$ cat src/rtl/cosine_arbiter.sv
// Two-requester round-robin front end for a combinational cosine core.
// Holds one job at a time: grant, let the core settle, present the result.
module cosine_arbiter #(
    parameter int LATENCY = 2
) (
    input  logic        clk,
    input  logic        rst_n,
    input  logic        req0_valid,
    input  logic [31:0] req0_angle,
    output logic        req0_ready,
    input  logic        req1_valid,
    input  logic [31:0] req1_angle,
    output logic        req1_ready,
    output logic [31:0] core_angle,
    input  logic [31:0] core_result,
    output logic        resp_valid,
    output logic        resp_id,
    output logic [31:0] resp_data,
    input  logic        resp_ready,
    output logic        busy,
    output logic [15:0] done_count
);

    typedef enum logic [1:0] {
        IDLE,
        SETTLE,
        RESP
    } state_t;

    localparam logic [3:0] CNT_INIT = 4'(LATENCY - 1);

    state_t      state;
    state_t      state_nx;
    logic [3:0]  cnt;
    logic [3:0]  cnt_nx;
    logic [31:0] angle_nx;
    logic [31:0] data_nx;
    logic        id_nx;
    logic        last_grant;
    logic        last_nx;
    logic [15:0] done_cnt;
    logic [15:0] done_nx;
    logic        any_req;
    logic        sel;

    assign any_req = req0_valid | req1_valid;

    // On a tie the requester not served last wins; otherwise the lone one.
    assign sel = (req0_valid & req1_valid) ? ~last_grant : req1_valid;

    assign resp_valid = (state == RESP);
    assign busy       = (state != IDLE);
    assign done_count = done_cnt;

    always_comb begin
        state_nx   = state;
        cnt_nx     = cnt;
        angle_nx   = core_angle;
        data_nx    = resp_data;
        id_nx      = resp_id;
        last_nx    = last_grant;
        done_nx    = done_cnt;
        req0_ready = 1'b0;
        req1_ready = 1'b0;
        unique case (state)
            IDLE: begin
                if (any_req) begin
                    req0_ready = rst_n & ~sel;
                    req1_ready = rst_n & sel;
                    angle_nx   = sel ? req1_angle : req0_angle;
                    cnt_nx     = CNT_INIT;
                    id_nx      = sel;
                    last_nx    = sel;
                    state_nx   = SETTLE;
                end
            end
            SETTLE: begin
                if (cnt == 4'd0) begin
                    data_nx  = core_result;
                    state_nx = RESP;
                end else begin
                    cnt_nx = cnt - 4'd1;
                end
            end
            RESP: begin
                if (resp_ready) begin
                    done_nx  = done_cnt + 16'd1;
                    state_nx = IDLE;
                end
            end
            default: state_nx = IDLE;
        endcase
    end

    always_ff @(posedge clk or negedge rst_n) begin
        if (!rst_n) begin
            state      <= IDLE;
            cnt        <= 4'd0;
            core_angle <= 32'd0;
            resp_data  <= 32'd0;
            resp_id    <= 1'b0;
            last_grant <= 1'b1;
            done_cnt   <= 16'd0;
        end else begin
            state      <= state_nx;
            cnt        <= cnt_nx;
            core_angle <= angle_nx;
            resp_data  <= data_nx;
            resp_id    <= id_nx;
            last_grant <= last_nx;
            done_cnt   <= done_nx;
        end
    end

endmodule

$ cat config.mk
export PLATFORM = sky130hd
export DESIGN_NAME = cosine_arbiter
export DESIGN_NICKNAME = d
export VERILOG_FILES = /design/src/rtl/cosine_arbiter.sv
export SDC_FILE = /design/constraint.sdc
export NUM_CORES = 1
export LEC_CHECK = 0
export ABC_AREA = 1
export CORE_MARGIN = 4
export CORE_UTILIZATION = 35
export DETAILED_ROUTE_END_ITERATION = 10
export GPL_TIMING_DRIVEN = 0
export PLACE_DENSITY = 0.7
export RECOVER_POWER = 25
export SETUP_SLACK_MARGIN = 0.5
export SYNTH_ARGS = -nofsm -noshare
export SYNTH_HDL_FRONTEND = slang
export SYNTH_SLANG_ARGS = --single-unit
$ cat constraint.sdc
create_clock -name clk -period 2.2 [get_ports clk]
set_clock_uncertainty 0.15 [all_clocks]
set_input_delay 0.44 -clock clk [delete_from_list [all_inputs] [get_ports clk]]
set_output_delay 0.44 -clock clk [all_outputs]
set_load 0.01 [all_outputs]
* Word level (Yosys, flattened, before mapping)
Index checks and enable logic that the tools add are counted.
** Operators by class
- Multiplexer cells :: 13
- Reductions and logical operators :: 9
- Bitwise logic cells :: 6
- Eq/ne operators :: 6
- $add $sub $neg :: 2
** Operators by type and width (count)
- $mux W32 :: 1
- $add A16 B1 Y16 const B :: 1
- $mux W4 :: 2
- $pmux W4 S2 :: 1
- $mux W2 :: 3
- $ne A2 B2 Y1 const B :: 3
- $pmux W2 S3 :: 1
- $reduce_and A2 Y1 :: 3
- $reduce_and A3 Y1 :: 2
- $mux W1 :: 5
- $logic_not A4 Y1 :: 1
- $reduce_bool A2 Y1 :: 2
- $sub A4 B1 Y4 const B :: 1
- $and A1 B1 Y1 :: 3
- $eq A2 B1 Y1 const B :: 1
- $eq A2 B2 Y1 const B :: 1
- $logic_not A2 Y1 :: 1
- $ne A2 B1 Y1 const B :: 1
- $not A1 Y1 :: 2
- $or A1 B1 Y1 :: 1
** Word-level totals
- Bits in registers :: 88
- Output and inout port bits :: 85

* Longest topological paths before layout
Gate-level depths: netlist of the first run.
- Depth after elaboration :: 6
- Mapped depth :: 8

* Least setup slack after synthesis of the first run
Ideal clock, no wire load.
- Path kind :: reg2out
- Start :: register state[1]
- End :: output port req0_ready
- Path slack :: 0.405 ns
- Arrival time :: 1.205 ns
- Cell stages (with the launch flop) :: 6
- Path buffers :: 2
- Data required time :: 1.610 ns
- Path through :: dfrtp_1 > nor2_2 > o21ai_4 > buf_12 > buf_8 > nor3_2
** On the way
- Word-level cells in the longest chain between the ends :: 2
** Ends and longest elaborated chain
- from (decl) :: RTL line 32 : state_t state;
- from (signal assigned) :: RTL line 105 : state <= state_nx;
- $logic_not A2 Y1 :: RTL line 65 : unique case (state)
- $mux W1 :: RTL line 65
- to (decl) :: RTL line 10 : output logic req0_ready,
Every way passes these cells.

* Worst setup path in the final report of the first run
- Start :: register state[0]
- End :: output port req0_ready
The elaborated chain is that of the path after synthesis.

==> results of run 1 <==
## worst max-delay path, stage by stage, from the launching register on
cell and delay, ns:
dfrtp_1 0.40, nor2_4 0.17, o21ai_4 0.09, buf_12 0.13
buf_8 0.11, nor3_4 0.09, buf_2 0.15
## metal layers
| metal | wire length [um] | track usage, % | vias to the layer above |
|---|---|---|---|
| met2 | 5540 | 29.4 | 148 |
| met3 | 1070 | 5.74 | 14 |
| li1 | - | - | 1918 |
| met1 | 4770 | 21.3 | 1765 |
| met5 | 0 | 0 | - |
| met4 | 197 | 6.65 | 0 |
## power groups by stage
| stage | registers (mW) | clock network, mW | logic [mW] |
|---|---|---|---|
| after floorplan | 2.98 | 0 | 1.50 |
| after global placement | 2.69 | 0 | 3.64 |
| after detailed placement | 2.72 | 0 | 3.72 |
| after CTS | 2.67 | 1.51 | 3.44 |
| after global routing | 2.76 | 1.58 | 3.92 |
| final | 2.67 | 1.47 | 3.53 |
## layout make-up
| class | instances | area [sq um] | area share, % |
|---|---|---|---|
| flip-flops and latches | 88 | 2210 | 33.7 |
| multi-input cells | 302 | 1520 | 23.1 |
| plain buffers | 20 | 190 | 2.91 |
| repair buffers | 210 | 1940 | 29.6 |
| clock buffers | 13 | 280 | 4.28 |
| clock inverters | 2 | 12.5 | 0.191 |
| inverters | 57 | 221 | 3.38 |
| well taps | 143 | 179 | 2.73 |
## sequential cells by signal (all words and copies together), names as in the netlist
name	cells
state	2
resp_id	1
last_grant	1
done_count	16
core_angle	32
resp_data	32
cnt	4
## logic make-up (layout without fill, tap and decap cells)
group           Yosys count  after routing  share of synthesized area [%]
fa+ha+maj                 3              3                          0.927
xor+xnor                  9              9                           1.95
flops                    88             88                           54.4
buf+inv                  77            302                           9.49
compound gates          105            105                           13.4
simple gates            185            185                           19.8
## worst min-delay path by stage
stage | slack (ns) | end | cells after the start | start
CTS | -0.05 | core_angle[1] | 1 | rst_n
floorplan | -0.006 | cnt[0] | 0 | rst_n
global placement | 0.31 | last_grant | 2 | last_grant
finish | -0.07 | core_angle[31] | 1 | rst_n
global route | -0.02 | core_angle[31] | 1 | rst_n
detailed placement | 0.31 | core_angle[31] | 1 | rst_n
## layout by cell type (no fill, tap or decap), types with 9 or more instances in the layout
cell type and n:
nor2_1 51, inv_1 53, dfrtp_1 84, o21ai_1 58, clkbuf_16 9, o21ai_0 38
nand2_1 103, clkdlybuf4s50_1 97, dlygate4sd2_1 83, buf_4 27
## timing repair
action                                  4_1_cts  5_1_grt
pin swaps                                     2        4
endpoints found under the setup margin       97       65
buffers inserted                             16        8
resized for setup                           108       28
hold endpoints to repair                     35       35
## through the flow
step | power, mW | setup TNS, ns | std cells
2_1_floorplan | 4.48 | 0 | 467
5_1_grt | 8.26 | 0 | 835
4_1_cts | 7.63 | 0 | 827
6_report | 7.66 | 0 | 835
3_5_place_dp | 6.45 | -1.16 | 796
3_3_place_gp | 6.33 | -248.18 | 795
==> results.json, run 1 <==
{
  "worstRegToRegCells": 9,
  "area_growth_pct": 61.7,
  "rsz0062_at_grt": "yes",
  "worst_hold_slack_ns": -0.0652,
  "avgSynthCellArea_sq_um": 8.67,
  "power_density_nw_per_um2": 1170,
  "cp_data_arrival_time_ns": 1.46,
  "die_y_um": 116,
  "start_kind": "register",
  "io_pins": 186,
  "r2r-start": "state[0]",
  "dieWidth_um": 116,
  "wl_per_cell_um": 13.9,
  "ys_top_cells_by_count": "nand2_1 (105), dfrtp_1 (87), o21ai_1 (58)",
  "worstPathMaxFanout": 2,
  "gr-usage-all-layers_pct": 17.6,
  "crit_path_end_kind": "primary output",
  "path_clk_slew_ns": 0.06,
  "finalHoldViolations": 35,
  "n_antenna_cell": 0,
  "drt_pass1_iterations": 4,
  "vdd_drop_max_mv": 0.539,
  "yosysSeqAreaShare_pct": 54.4,
  "synth_area_leader_cell": "dfrtp_1",
  "fin_util_pct": 57.6,
  "io_buffer_count": 185,
  "synth_most_common_cell": "nand2_1",
  "grt_start_max_net_pins": 53,
  "p_sw_mw": 2.80,
  "nFillCells": 1046,
  "reg2reg_to": "resp_data[20]",
  "synth_nets": 571,
  "ys_types": 32,
  "worstMarginPinSlew_ns": 0.520,
  "wl_um": 11600,
  "synth_edf_count": 0,
  "worst-setup-path-type": "register to primary output",
  "core_area_sq_um": 11400,
  "grt-ovfl-total": 0,
  "antenna_found_initial": 0,
  "finalSetupViolations": 0,
  "cp.required_ns": 1.61,
  "synth_top_area_share_pct": 53.8,
  "placed_area_sq_um": 6120,
  "vias_per_cell": 4.60,
  "grt_pass1_vias": 3906,
  "cap_violations": 0,
  "period_share_pct": 93.3,
  "synth_area_sq_um": 4050,
  "clock-sinks": 88,
  "dieArea_sq_um": 13300,
  "ys_async_sr_fraction_pct": 100,
  "yosysWarnings": 0,
  "p_int_mw": 4.86,
  "final_nets": 792,
  "dp_slack_ns": -0.611,
  "cts_buffer_depth": 2,
  "fin_area_sq_um": 6550,
  "netlist_instances": 467,
  "r2r_slack_ns": 0.53,
  "pwr-share-comb_pct": 46.1,
  "crit_path_start": "state[0]",
  "gp_congestion": 0.838,
  "dpl.hpwl_um": 8820,
  "slew_headroom_pct": 65.3,
  "drc": 0,
  "power_frac_seq_pct": 34.8,
  "synth_seq_cells": 88,
  "ys_top_cells_by_area": "dfrtp_1 (54%), nand2_1 (9.7%), o21ai_1 (7.2%)",
  "rows": 39,
  "clock-root-buffer": "clkbuf_16",
  "cts_made_buffers": 9,
  "initial_core_util_pct": 35.6,
  "dr.first_iter.drc_count": 227,
  "clkLatencyLatePin_ns": 0.33,
  "htree_levels": 3,
  "grt_pass1_wl_um": 18700,
  "synth_flop_cell": "dfrtp_1",
  "status": "complete, but fails checks",
  "ant_nets": 0,
  "period_needed_ns": 2.05,
  "leakage_nw": 3.27,
  "fmax_mhz": 487,
  "dr_total_vias": 3845,
  "cts_tree": "done",
  "violations": "negative hold slack",
  "fin_ws_ns": 0.147,
  "swShare_pct": 36.5,
  "endpoint": "req0_ready",
  "min_path_type": "input pin to asynchronous set/reset pin",
  "slew_viol_final": 0,
  "drive_gt1_share_pct": 13.6,
  "clockPowerShare_pct": 19.1
}
Note: power is estimated with default switching activity, not from simulation.
==> run 2, diff against run 1 <==
--- a/config.mk
+++ b/config.mk
@@ -6,6 +6,7 @@
 export NUM_CORES = 1
 export LEC_CHECK = 0
 export ABC_AREA = 1
+export ABC_CLOCK_PERIOD_IN_PS = 2450
 export CORE_MARGIN = 4
 export CORE_UTILIZATION = 35
 export DETAILED_ROUTE_END_ITERATION = 10
==> constraint.sdc (replaced) <==
create_clock -name clk -period 2.45 [get_ports clk]
set_clock_uncertainty 0.15 [all_clocks]
set_input_delay 0.49 -clock clk [delete_from_list [all_inputs] [get_ports clk]]
set_output_delay 0.49 -clock clk [all_outputs]
set_load 0.01 [all_outputs]
==> run 2 against run 1 <==
The run now ends clean. Register-to-register slack better by 0.15 ns. Global-route usage fell by 0.28 points. Utilization grew 0.22 points. Cell count up 0.12%. Sequential cell count is the same.
==> results.json, run 2 (same netlist as run 1, synthesis figures left out) <==
{
  "rows": 39,
  "io_buffer_count": 185,
  "clock-root-buffer": "clkbuf_16",
  "fin_total_pwr_mw": 7.03,
  "multiInputGateArea_sq_um": 1480,
  "r2r_slack_ns": 0.68,
  "io_pins": 186,
  "power_frac_seq_pct": 34.3,
  "cts_made_buffers": 9,
  "leakage_nw": 3.05,
  "layout_common_cells": "clkdlybuf4s50_1 (172), nand2_1 (103), dfrtp_1 (85), o21ai_1 (58), inv_1 (53)",
  "worstRegToRegCells": 7,
  "htree_levels": 3,
  "min_path_type": "input pin to asynchronous set/reset pin",
  "path_clk_slew_ns": 0.06,
  "die_y_um": 116,
  "drive_gt1_share_pct": 10.8,
  "gr-usage-all-layers_pct": 17.4,
  "layout_commonest_cell": "clkdlybuf4s50_1",
  "cp.required_ns": 1.81,
  "finalHoldViolations": 0,
  "grt-ovfl-total": 0,
  "drt_pass1_iterations": 7,
  "wl_per_cell_um": 13.6,
  "finalSetupViolations": 0,
  "vias_per_cell": 4.56,
  "pwr-share-comb_pct": 48.1,
  "path_cells": "nor2_4 > o21ai_4 > buf_12 > buf_8 > nor3_2 > buf_2",
  "fmax_mhz": 475,
  "dpl.hpwl_um": 8450,
  "slowest_stage": "dfrtp_2",
  "clock-sinks": 88,
  "cp_data_arrival_time_ns": 1.47,
  "tns_ns": 0,
  "fin_util_pct": 57.8,
  "initial_core_util_pct": 35.6,
  "period_share_pct": 85.9,
  "worst-setup-path-type": "register to primary output",
  "final_nets": 792,
  "gp_congestion": 0.773,
  "ant_nets": 0,
  "swShare_pct": 34.8,
  "power_density_nw_per_um2": 1070,
  "register_area_sq_um": 2210,
  "dr_total_vias": 3808,
  "nFillCells": 1027,
  "core_area_sq_um": 11400,
  "clockPowerShare_pct": 17.7,
  "start_kind": "register",
  "dieWidth_um": 116,
  "slew_headroom_pct": 2.26,
  "dp_cells": 796,
  "cap_violations": 0,
  "status": "finished, final reports clean",
  "grt_pass1_wl_um": 18400,
  "layout.cells.non_filler": 836,
  "clkLatencyLatePin_ns": 0.32,
  "p_sw_mw": 2.45,
  "dieArea_sq_um": 13300,
  "crit_path_end_kind": "primary output",
  "drc": 0,
  "area_growth_pct": 62.3,
  "dr.first_iter.drc_count": 172,
  "grt_pass1_vias": 3813,
  "cts_tree": "done",
  "worst_hold_slack_ns": 0.263,
  "antenna_found_initial": 1,
  "cts_buffer_depth": 2,
  "wl_um": 11300,
  "p_int_mw": 4.58,
  "grt_start_max_net_pins": 33,
  "worstPathMaxFanout": 2,
  "period_needed_ns": 2.11,
  "reg2reg_to": "core_angle[12]",
  "slew_viol_final": 0,
  "worstMarginPinSlew_ns": 1.47,
  "vdd_drop_max_mv": 0.551,
  "r2r-start": "last_grant",
  "cpPeakStageDelay_ns": 0.43,
  "rsz0062_at_grt": "yes"
}
run 2: cell count changes in the layout (fill, tap and decap cells not counted), sizes merged:
cell	delta
dlygate4sd2	-76
clkdlybuf4s25	+1
buf	-5
clkbuf	+2
diode	+1
dlymetal6s2s	+2
dlymetal6s4s	+1
clkdlybuf4s50	+75
run 2: repair_timing:
action,4_1_cts,5_1_grt
endpoints found under the hold margin,32,0
endpoints found under the setup margin,16,7
pin swaps,1,0
cloned,1,0
gates resized for setup,29,5
hold buffers,3,0
setup buffers,17,3
run 2: power by group through the flow:
| stage | sequential [mW] | clock, mW | combinational [mW] |
|---|---|---|---|
| 2_1_floorplan | 2.67 | 0 | 1.34 |
| 3_3_place_gp | 2.41 | 0 | 3.24 |
| 3_5_place_dp | 2.43 | 0 | 3.32 |
| 4_1_cts | 2.41 | 1.28 | 3.46 |
| 5_1_grt | 2.49 | 1.35 | 3.75 |
| 6_report | 2.41 | 1.24 | 3.38 |
run 2: worst max-delay path: cells and delay by family, from the launching register on:
kind | cells | cell delay (ns)
buffers and inverters | 3 | 0.41
DFF | 1 | 0.43
AOI/OAI and AO/OA | 1 | 0.08
and+or+nand+nor | 2 | 0.22
run 2: worst max-delay path by stage:
stage | cells after the start | startpoint | slack, ns | to
2_1_floorplan | 5 | state[1] | 0.61 | req0_ready
3_3_place_gp | 4 | rst_n | -3.27 | req0_ready
3_5_place_dp | 7 | req1_valid | -0.57 | req1_ready
4_1_cts | 6 | state[0] | 0.32 | req0_ready
5_1_grt | 3 | rst_n | 0.16 | core_angle[7]
6_report | 6 | state[1] | 0.34 | req0_ready
run 2: metrics by stage:
| step | setup WS (ns) | instance area (sq um) |
|---|---|---|
| after floorplan | 0.605 | 4050 |
| after global placement | -3.27 | 6080 |
| after global routing | 0.157 | 6570 |
| final | 0.345 | 6570 |
| after CTS | 0.324 | 6610 |
| after detailed placement | -0.565 | 6100 |
run 2: layout make-up:
cell class,instances,share of cell area (%)
Antenna cell,1,0.0381
Buffer,20,2.65
Clock buffer,13,3.81
Clock inverter,2,0.248
Inverter,57,3.37
Multi-Input combinational cell,302,22.5
Sequential cell,88,33.6
Tap cell,143,2.72
Timing Repair Buffer,210,31.1
run 2: per-layer routing:
| metal | vias up | global-route usage, % | routed length [um] |
|---|---|---|---|
| li1 | 1921 | - | - |
| met1 | 1750 | 21.9 | 4740 |
| met2 | 125 | 28.6 | 5550 |
| met3 | 12 | 5.48 | 880 |
| met4 | 0 | 5.32 | 165 |
| met5 | - | 0 | 0 |
==> run 3, diff against run 2 <==
--- a/config.mk
+++ b/config.mk
@@ -14,6 +14,7 @@
 export PLACE_DENSITY = 0.7
 export RECOVER_POWER = 25
 export SETUP_SLACK_MARGIN = 0.5
+export SLEW_MARGIN = 20
 export SYNTH_ARGS = -nofsm -noshare
 export SYNTH_HDL_FRONTEND = slang
 export SYNTH_SLANG_ARGS = --single-unit
==> results of run 3 <==
Final layout, timing and power as in run 2 (identical DEF).
